==> src/rtl/texture_ctrl.sv <==
// Texture selector: debounced up/down buttons plus MMIO index/status registers.
// Optional auto-advance timer is compiled in with `define TEXTURE_AUTOCYCLE_EN.
module texture_ctrl #(
    parameter int          NUM_TEXTURES    = 8,
    parameter int          DEBOUNCE_CYCLES = 4,
    parameter logic [11:0] IDX_ADDR        = 12'hFF0,
    parameter logic [11:0] STAT_ADDR       = 12'hFF1,
    parameter int          AUTO_PERIOD     = 1000
) (
    input  logic        clock,
    input  logic        reset,
    input  logic        BTNU,
    input  logic        BTND,
    input  logic [11:0] addr,
    input  logic        mwe,
    input  logic [31:0] wdata,
    input  logic [31:0] ram_rdata,
    output logic [31:0] rdata,
    output logic [3:0]  texture_idx,
    output logic        event_pending
);

    localparam int         CW       = $clog2(DEBOUNCE_CYCLES + 1);
    localparam logic [3:0] LAST_IDX = 4'(NUM_TEXTURES - 1);

    // Bit 0 is the up button, bit 1 the down button throughout.
    logic [1:0]    sync1_q, sync2_q, deb_q, deb_prev_q, press_q;
    logic [CW-1:0] dcnt_q [2];

    // NOTE: sequential state uses non-blocking assignments only, so every flop
    // samples the values from before the edge regardless of statement order.
    always_ff @(posedge clock) begin
        if (reset) begin
            sync1_q    <= '0;
            sync2_q    <= '0;
            deb_q      <= '0;
            deb_prev_q <= '0;
            press_q    <= '0;
            for (int i = 0; i < 2; i++) dcnt_q[i] <= '0;
        end else begin
            sync1_q    <= {BTND, BTNU};
            sync2_q    <= sync1_q;
            deb_prev_q <= deb_q;
            press_q    <= deb_q & ~deb_prev_q;
            for (int i = 0; i < 2; i++) begin
                if (sync2_q[i] != deb_q[i]) begin
                    if (dcnt_q[i] == CW'(DEBOUNCE_CYCLES - 1)) begin
                        deb_q[i]  <= sync2_q[i];
                        dcnt_q[i] <= '0;
                    end else begin
                        dcnt_q[i] <= dcnt_q[i] + 1'b1;
                    end
                end else begin
                    dcnt_q[i] <= '0;
                end
            end
        end
    end

    logic [3:0] idx_q, idx_d;
    logic [7:0] cnt_q, cnt_d;
    logic       dir_q, dir_d;
    logic       auto_en_q, auto_en_d;
    logic       pend_q;
    logic       up_acc, dn_acc, acc, idx_wr, stat_wr, auto_tick;

`ifdef TEXTURE_AUTOCYCLE_EN
    localparam int TW = (AUTO_PERIOD > 1) ? $clog2(AUTO_PERIOD) : 1;
    logic [TW-1:0] timer_q, timer_d;
    wire           unused_wdata = ^{wdata[31:9], wdata[7:4]};
`else
    wire           unused_wdata = ^{wdata[31:8], wdata[7:4]};
`endif

    // NOTE: every always_comb output gets a default first so no path infers a latch.
    always_comb begin
        up_acc    = press_q[0] & ~press_q[1];
        dn_acc    = press_q[1] & ~press_q[0];
        acc       = up_acc | dn_acc;
        idx_wr    = mwe && (addr == IDX_ADDR) && ({1'b0, wdata[3:0]} < 5'(NUM_TEXTURES));
        stat_wr   = mwe && (addr == STAT_ADDR);
        auto_tick = 1'b0;
        auto_en_d = 1'b0;
`ifdef TEXTURE_AUTOCYCLE_EN
        auto_tick = auto_en_q && (timer_q == TW'(AUTO_PERIOD - 1));
        auto_en_d = stat_wr ? wdata[8] : auto_en_q;
        // Timer idles at 0 while disabled, which also covers the 0->1 restart.
        timer_d   = (auto_en_q && !(acc || idx_wr || auto_tick)) ? timer_q + 1'b1 : '0;
`endif

        idx_d = idx_q;
        if (idx_wr)
            idx_d = wdata[3:0];
        else if (dn_acc)
            idx_d = (idx_q == 4'd0) ? LAST_IDX : idx_q - 4'd1;
        else if (up_acc || auto_tick)
            idx_d = (idx_q == LAST_IDX) ? 4'd0 : idx_q + 4'd1;

        dir_d = acc ? up_acc : dir_q;

        cnt_d = cnt_q;
        if (stat_wr)
            cnt_d = {7'd0, acc};
        else if (acc && cnt_q != 8'hFF)
            cnt_d = cnt_q + 8'd1;
    end

    always_ff @(posedge clock) begin
        if (reset) begin
            idx_q     <= '0;
            cnt_q     <= '0;
            dir_q     <= 1'b0;
            auto_en_q <= 1'b0;
            pend_q    <= 1'b0;
`ifdef TEXTURE_AUTOCYCLE_EN
            timer_q   <= '0;
`endif
        end else begin
            idx_q     <= idx_d;
            cnt_q     <= cnt_d;
            dir_q     <= dir_d;
            auto_en_q <= auto_en_d;
            pend_q    <= (cnt_d != 8'd0);
`ifdef TEXTURE_AUTOCYCLE_EN
            timer_q   <= timer_d;
`endif
        end
    end

    always_comb begin
        if (addr == IDX_ADDR)
            rdata = {28'd0, idx_q};
        else if (addr == STAT_ADDR)
            rdata = {22'd0, dir_q, auto_en_q, cnt_q};
        else
            rdata = ram_rdata;
    end

    assign texture_idx   = idx_q;
    assign event_pending = pend_q;

endmodule
==> config.mk <==
export PLATFORM = sky130hd
export DESIGN_NAME = texture_ctrl
export DESIGN_NICKNAME = d
export VERILOG_FILES = /design/src/rtl/texture_ctrl.sv
export SDC_FILE = /design/constraint.sdc
export NUM_CORES = 1
export LEC_CHECK = 0
export ABC_AREA = 1
export CORE_ASPECT_RATIO = 0.6
export CORE_MARGIN = 3
export CORE_UTILIZATION = 33
export DETAILED_ROUTE_END_ITERATION = 12
export GPL_TIMING_DRIVEN = 0
export PLACE_DENSITY = 0.7
export SYNTH_ARGS = -nofsm -noshare
export SYNTH_HDL_FRONTEND = slang
export SYNTH_SLANG_ARGS = --single-unit
==> constraint.sdc <==
create_clock -name clock -period 4.2 [get_ports clock]
set_input_delay 0.63 -clock clock [delete_from_list [all_inputs] [get_ports clock]]
set_output_delay 0.63 -clock clock [all_outputs]
set_load 0.05 [all_outputs]
==> results.rst <==
.. list-table::
   :header-rows: 1

   * - Metric
     - Value
   * - Final standard cell area without fillers
     - 0.00311 mm^2
   * - Via count
     - around 2,200
   * - Die boundary width
     - 107 um
   * - Count of input and output buffers
     - 88
   * - Clock Latency Late Sink
     - 280 ps
   * - Post-detailed-placement cell area
     - between 0.003 and 0.004 mm^2
   * - Hold-fix buffers at CTS
     - 0
   * - Area of the core
     - between 0.005 and 0.006 mm^2
   * - Cell depth of the worst hold path
     - 1
   * - Kind of end point of the critical path
     - output pin
   * - Final Critical Period
     - 3600 ps
   * - Maximum clock rate
     - around 280 MHz
   * - Boundary pin count
     - 118
   * - Clock transition at path regs
     - 60 ps
   * - Starting density of the core
     - 0.349
   * - Most used flip-flop cell after synthesis
     - sky130_fd_sc_hd__dfxtp_1
   * - TritonCTS clock tree
     - yes
   * - IR Drop Worst-Case VDD
     - roughly 0.13 mV
   * - Residual antenna-violating net count after detailed routing
     - 0
   * - Fraction of layout instances using a drive strength above 1
     - 0.0721
   * - Maximum Capacitance Violations
     - 0
   * - DR iter-0 viols
     - 93
   * - Floorplan die area
     - 0.00706 mm^2
   * - Final setup violation count
     - 0
   * - Most frequent cell after synthesis
     - sky130_fd_sc_hd__nor2_1
   * - Antenna violations before repair
     - 0
   * - Worst hold slack
     - 393 ps
   * - Type of the worst min-delay path
     - reg -> reg
   * - Cell-internal power
     - between 0.5 and 0.6 mW
   * - Synth Register Bits
     - 30
   * - Clock buffers created by TritonCTS
     - 5
   * - Netlist area before placement
     - 0.00200 mm^2
   * - Average routed wire per standard cell
     - roughly 12 um
   * - Clock root buffer master
     - sky130_fd_sc_hd__clkbuf_8
   * - DR DRC count
     - 0
   * - Final weighted congestion of routability-driven global placement
     - 0.816
   * - HPWL after DPL
     - 4910 um
   * - GRT Residual Overflow
     - 0
   * - Number of enable-type register cells in the synthesized netlist
     - 6
   * - Startpoint kind of the worst setup timing path
     - input pin
   * - Net count reported at finish
     - 491
   * - Leakage power
     - 1.38 nW
   * - Slew of the pin with the lowest slew margin
     - 536 ps
   * - Portion of the clock cycle consumed by the worst path in the final layout
     - 0.858
   * - Cell taking the most area after synthesis
     - sky130_fd_sc_hd__dfxtp_1
   * - Share of flip-flops with an asynchronous set or reset after synthesis
     - 0
   * - RSZ-0062 raised after global routing
     - no
   * - Sequential cell area fraction in the yosys report
     - 0.330
   * - Mean number of vias per cell
     - approximately 4.6
   * - Antenna diodes
     - 0
   * - Count of TritonRoute iterations in the first routing pass
     - 4
   * - Number of library cell types mapped by synthesis
     - 28
   * - Fraction of power consumed by combinational cells
     - 0.264
   * - Switching part of the total power
     - 0.286
   * - Clock Power Share
     - 0.345
   * - Count of standard-cell rows
     - 21
   * - Yosys warning count
     - 0
   * - Aggregate routed wire length
     - 5890 um
   * - Run status
     - finished clean
   * - CTS sink count
     - 30
   * - Required time reported for the critical path endpoint
     - 3570 ps
   * - H-Tree Level Count
     - 2
   * - Flop pwr share
     - 0.392
   * - Pin count of the biggest net entering global routing
     - 11
   * - Clk_skew
     - 5.92 ps
   * - Sw power
     - approximately 0.23 mW
   * - Post-synth top area share
     - 0.240
   * - Power per cell area
     - 254 mW/mm^2
   * - Post-synthesis area per instance
     - approximately 6.6 um^2
   * - Class of the most critical setup path
     - in -> out
   * - Top cells by area, synth
     - sky130_fd_sc_hd__dfxtp_1 (24%), sky130_fd_sc_hd__nor2_1 (12%), sky130_fd_sc_hd__nand2_1 (12%), sky130_fd_sc_hd__edfxtp_1 (9.0%), sky130_fd_sc_hd__inv_1 (6.9%)
   * - Via count of the first global-routing pass
     - ~2,100
   * - Max Root-Sink Buffers
     - 2
   * - Layout Cells excl Fill
     - 482
   * - Synthesis-to-layout area growth
     - 55.5%
   * - Count of placed standard cells including taps
     - 474
   * - Maximum net fanout on the critical path
     - 10
   * - Floorplan die height
     - 66.3 um
   * - Rel. slew slack
     - 0.641
   * - Resized Gates After CTS
     - 0
   * - GRT Overall Usage
     - 0.175
   * - Wire length of the first global-routing pass
     - 9850 um
   * - Worst Reg-to-Reg Cells
     - 9
   * - Arrival time reported for the critical path endpoint
     - 2970 ps
   * - Final slew viol count
     - 0
   * - Final sum of negative setup slack
     - 0 ps
   * - Buffers inserted by post-CTS timing repair
     - 0
   * - Cells after Synth
     - ~300
   * - Cell types with the highest counts after synthesis
     - sky130_fd_sc_hd__nor2_1 (64), sky130_fd_sc_hd__nand2_1 (62), sky130_fd_sc_hd__inv_1 (37), sky130_fd_sc_hd__nand3_1 (26), sky130_fd_sc_hd__dfxtp_1 (24)
   * - Hold violation count in the final report
     - 0
==> state kept, by name, summed over array words and instances (netlist names) <==
register,cells
dcnt_q,6
deb_prev_q,2
sync2_q,2
cnt_q,8
dir_q,1
sync1_q,2
press_q,2
texture_idx,4
event_pending,1
deb_q,2
==> cell families (layout without fill, tap and decap cells) <==
logic type	after synthesis	in the layout	synth area share
other cells	1	6	0.00187
fa+ha+maj	9	9	0.0563
compound gates	31	31	0.101
flops	30	30	0.330
simple gates	175	175	0.385
xor+xnor	5	5	0.0219
buf+inv	50	146	0.104
==> per-layer routing <==
metal / global-route usage / vias up / routed length [um]
met5: 0 / - / 0
met4: 0.0335 / 0 / 34
met3: 0.0546 / 5 / 437
met2: 0.263 / 62 / 2340
met1: 0.248 / 993 / 3080
li1: - / 1159 / -
==> cells in the final DEF, fill, tap and decap left out, types with 3 or more instances in the layout <==
cell / synthesis / layout
sky130_fd_sc_hd__clkbuf_8: 0 / 6
sky130_fd_sc_hd__nand3_1: 26 / 26
sky130_fd_sc_hd__clkbuf_1: 5 / 6
sky130_fd_sc_hd__clkdlybuf4s50_1: 0 / 88
sky130_fd_sc_hd__edfxtp_1: 6 / 6
sky130_fd_sc_hd__a211oi_2: 4 / 4
sky130_fd_sc_hd__nor2_1: 64 / 64
sky130_fd_sc_hd__o21ai_0: 10 / 10
sky130_fd_sc_hd__nand2_1: 62 / 62
sky130_fd_sc_hd__nand4_1: 9 / 9
sky130_fd_sc_hd__inv_1: 37 / 37
sky130_fd_sc_hd__nor3_1: 3 / 3
sky130_fd_sc_hd__o211ai_1: 5 / 5
sky130_fd_sc_hd__ha_1: 9 / 9
sky130_fd_sc_hd__nor2_2: 3 / 3
sky130_fd_sc_hd__dfxtp_1: 24 / 24
sky130_fd_sc_hd__nand2_2: 3 / 3
sky130_fd_sc_hd__conb_1: 1 / 6
sky130_fd_sc_hd__nand3_2: 3 / 3
sky130_fd_sc_hd__a21oi_1: 10 / 10
sky130_fd_sc_hd__xor2_1: 5 / 5
==> power by group through the flow <==
stage | logic [mW] | registers [mW] | clock network (mW)
final | 0.208 | 0.309 | 0.272
after global routing | 0.224 | 0.310 | 0.300
after CTS | 0.209 | 0.309 | 0.281
after detailed placement | 0.208 | 0.316 | 0
after global placement | 0.206 | 0.315 | 0
after floorplan | 0.108 | 0.321 | 0
==> cell type report <==
cell class                 instances  area [um^2]
inverter                          40          150
clock buffer                       8          111
sequential                        30          661
fill                             563         2620
tap                               80          100
buffer                            10         58.8
timing repair buffer              88          881
multi-input combinational        226         1150
==> worst paths after layout <==
path                                     from            end  slack, ps
worst max-delay path                 addr[11]       rdata[7]        600
worst min-delay path            deb_prev_q[1]     press_q[1]        390
worst max register to register     press_q[0]  event_pending       2290
worst min register to register  deb_prev_q[1]     press_q[1]        390
==> critical path, stage by stage <==
cell                              delay (ps)
sky130_fd_sc_hd__clkdlybuf4s50_1         460
sky130_fd_sc_hd__nand2_1                  80
sky130_fd_sc_hd__nor2_2                  150
sky130_fd_sc_hd__nand2_1                 130
sky130_fd_sc_hd__nor3_4                  280
sky130_fd_sc_hd__buf_6                   210
sky130_fd_sc_hd__nor2_1                   60
sky130_fd_sc_hd__a211oi_2                140
sky130_fd_sc_hd__clkdlybuf4s50_1         830
==> per-stage QoR <==
step	power, mW	setup WS [ps]	util
final	0.790	596	0.543
after global routing	0.833	396	0.543
after CTS	0.799	591	0.543
after detailed placement	0.524	602	0.524
after global placement	0.521	638	0.524
after floorplan	0.428	1120	-
No activity file was read; power rests on OpenSTA's default activity.
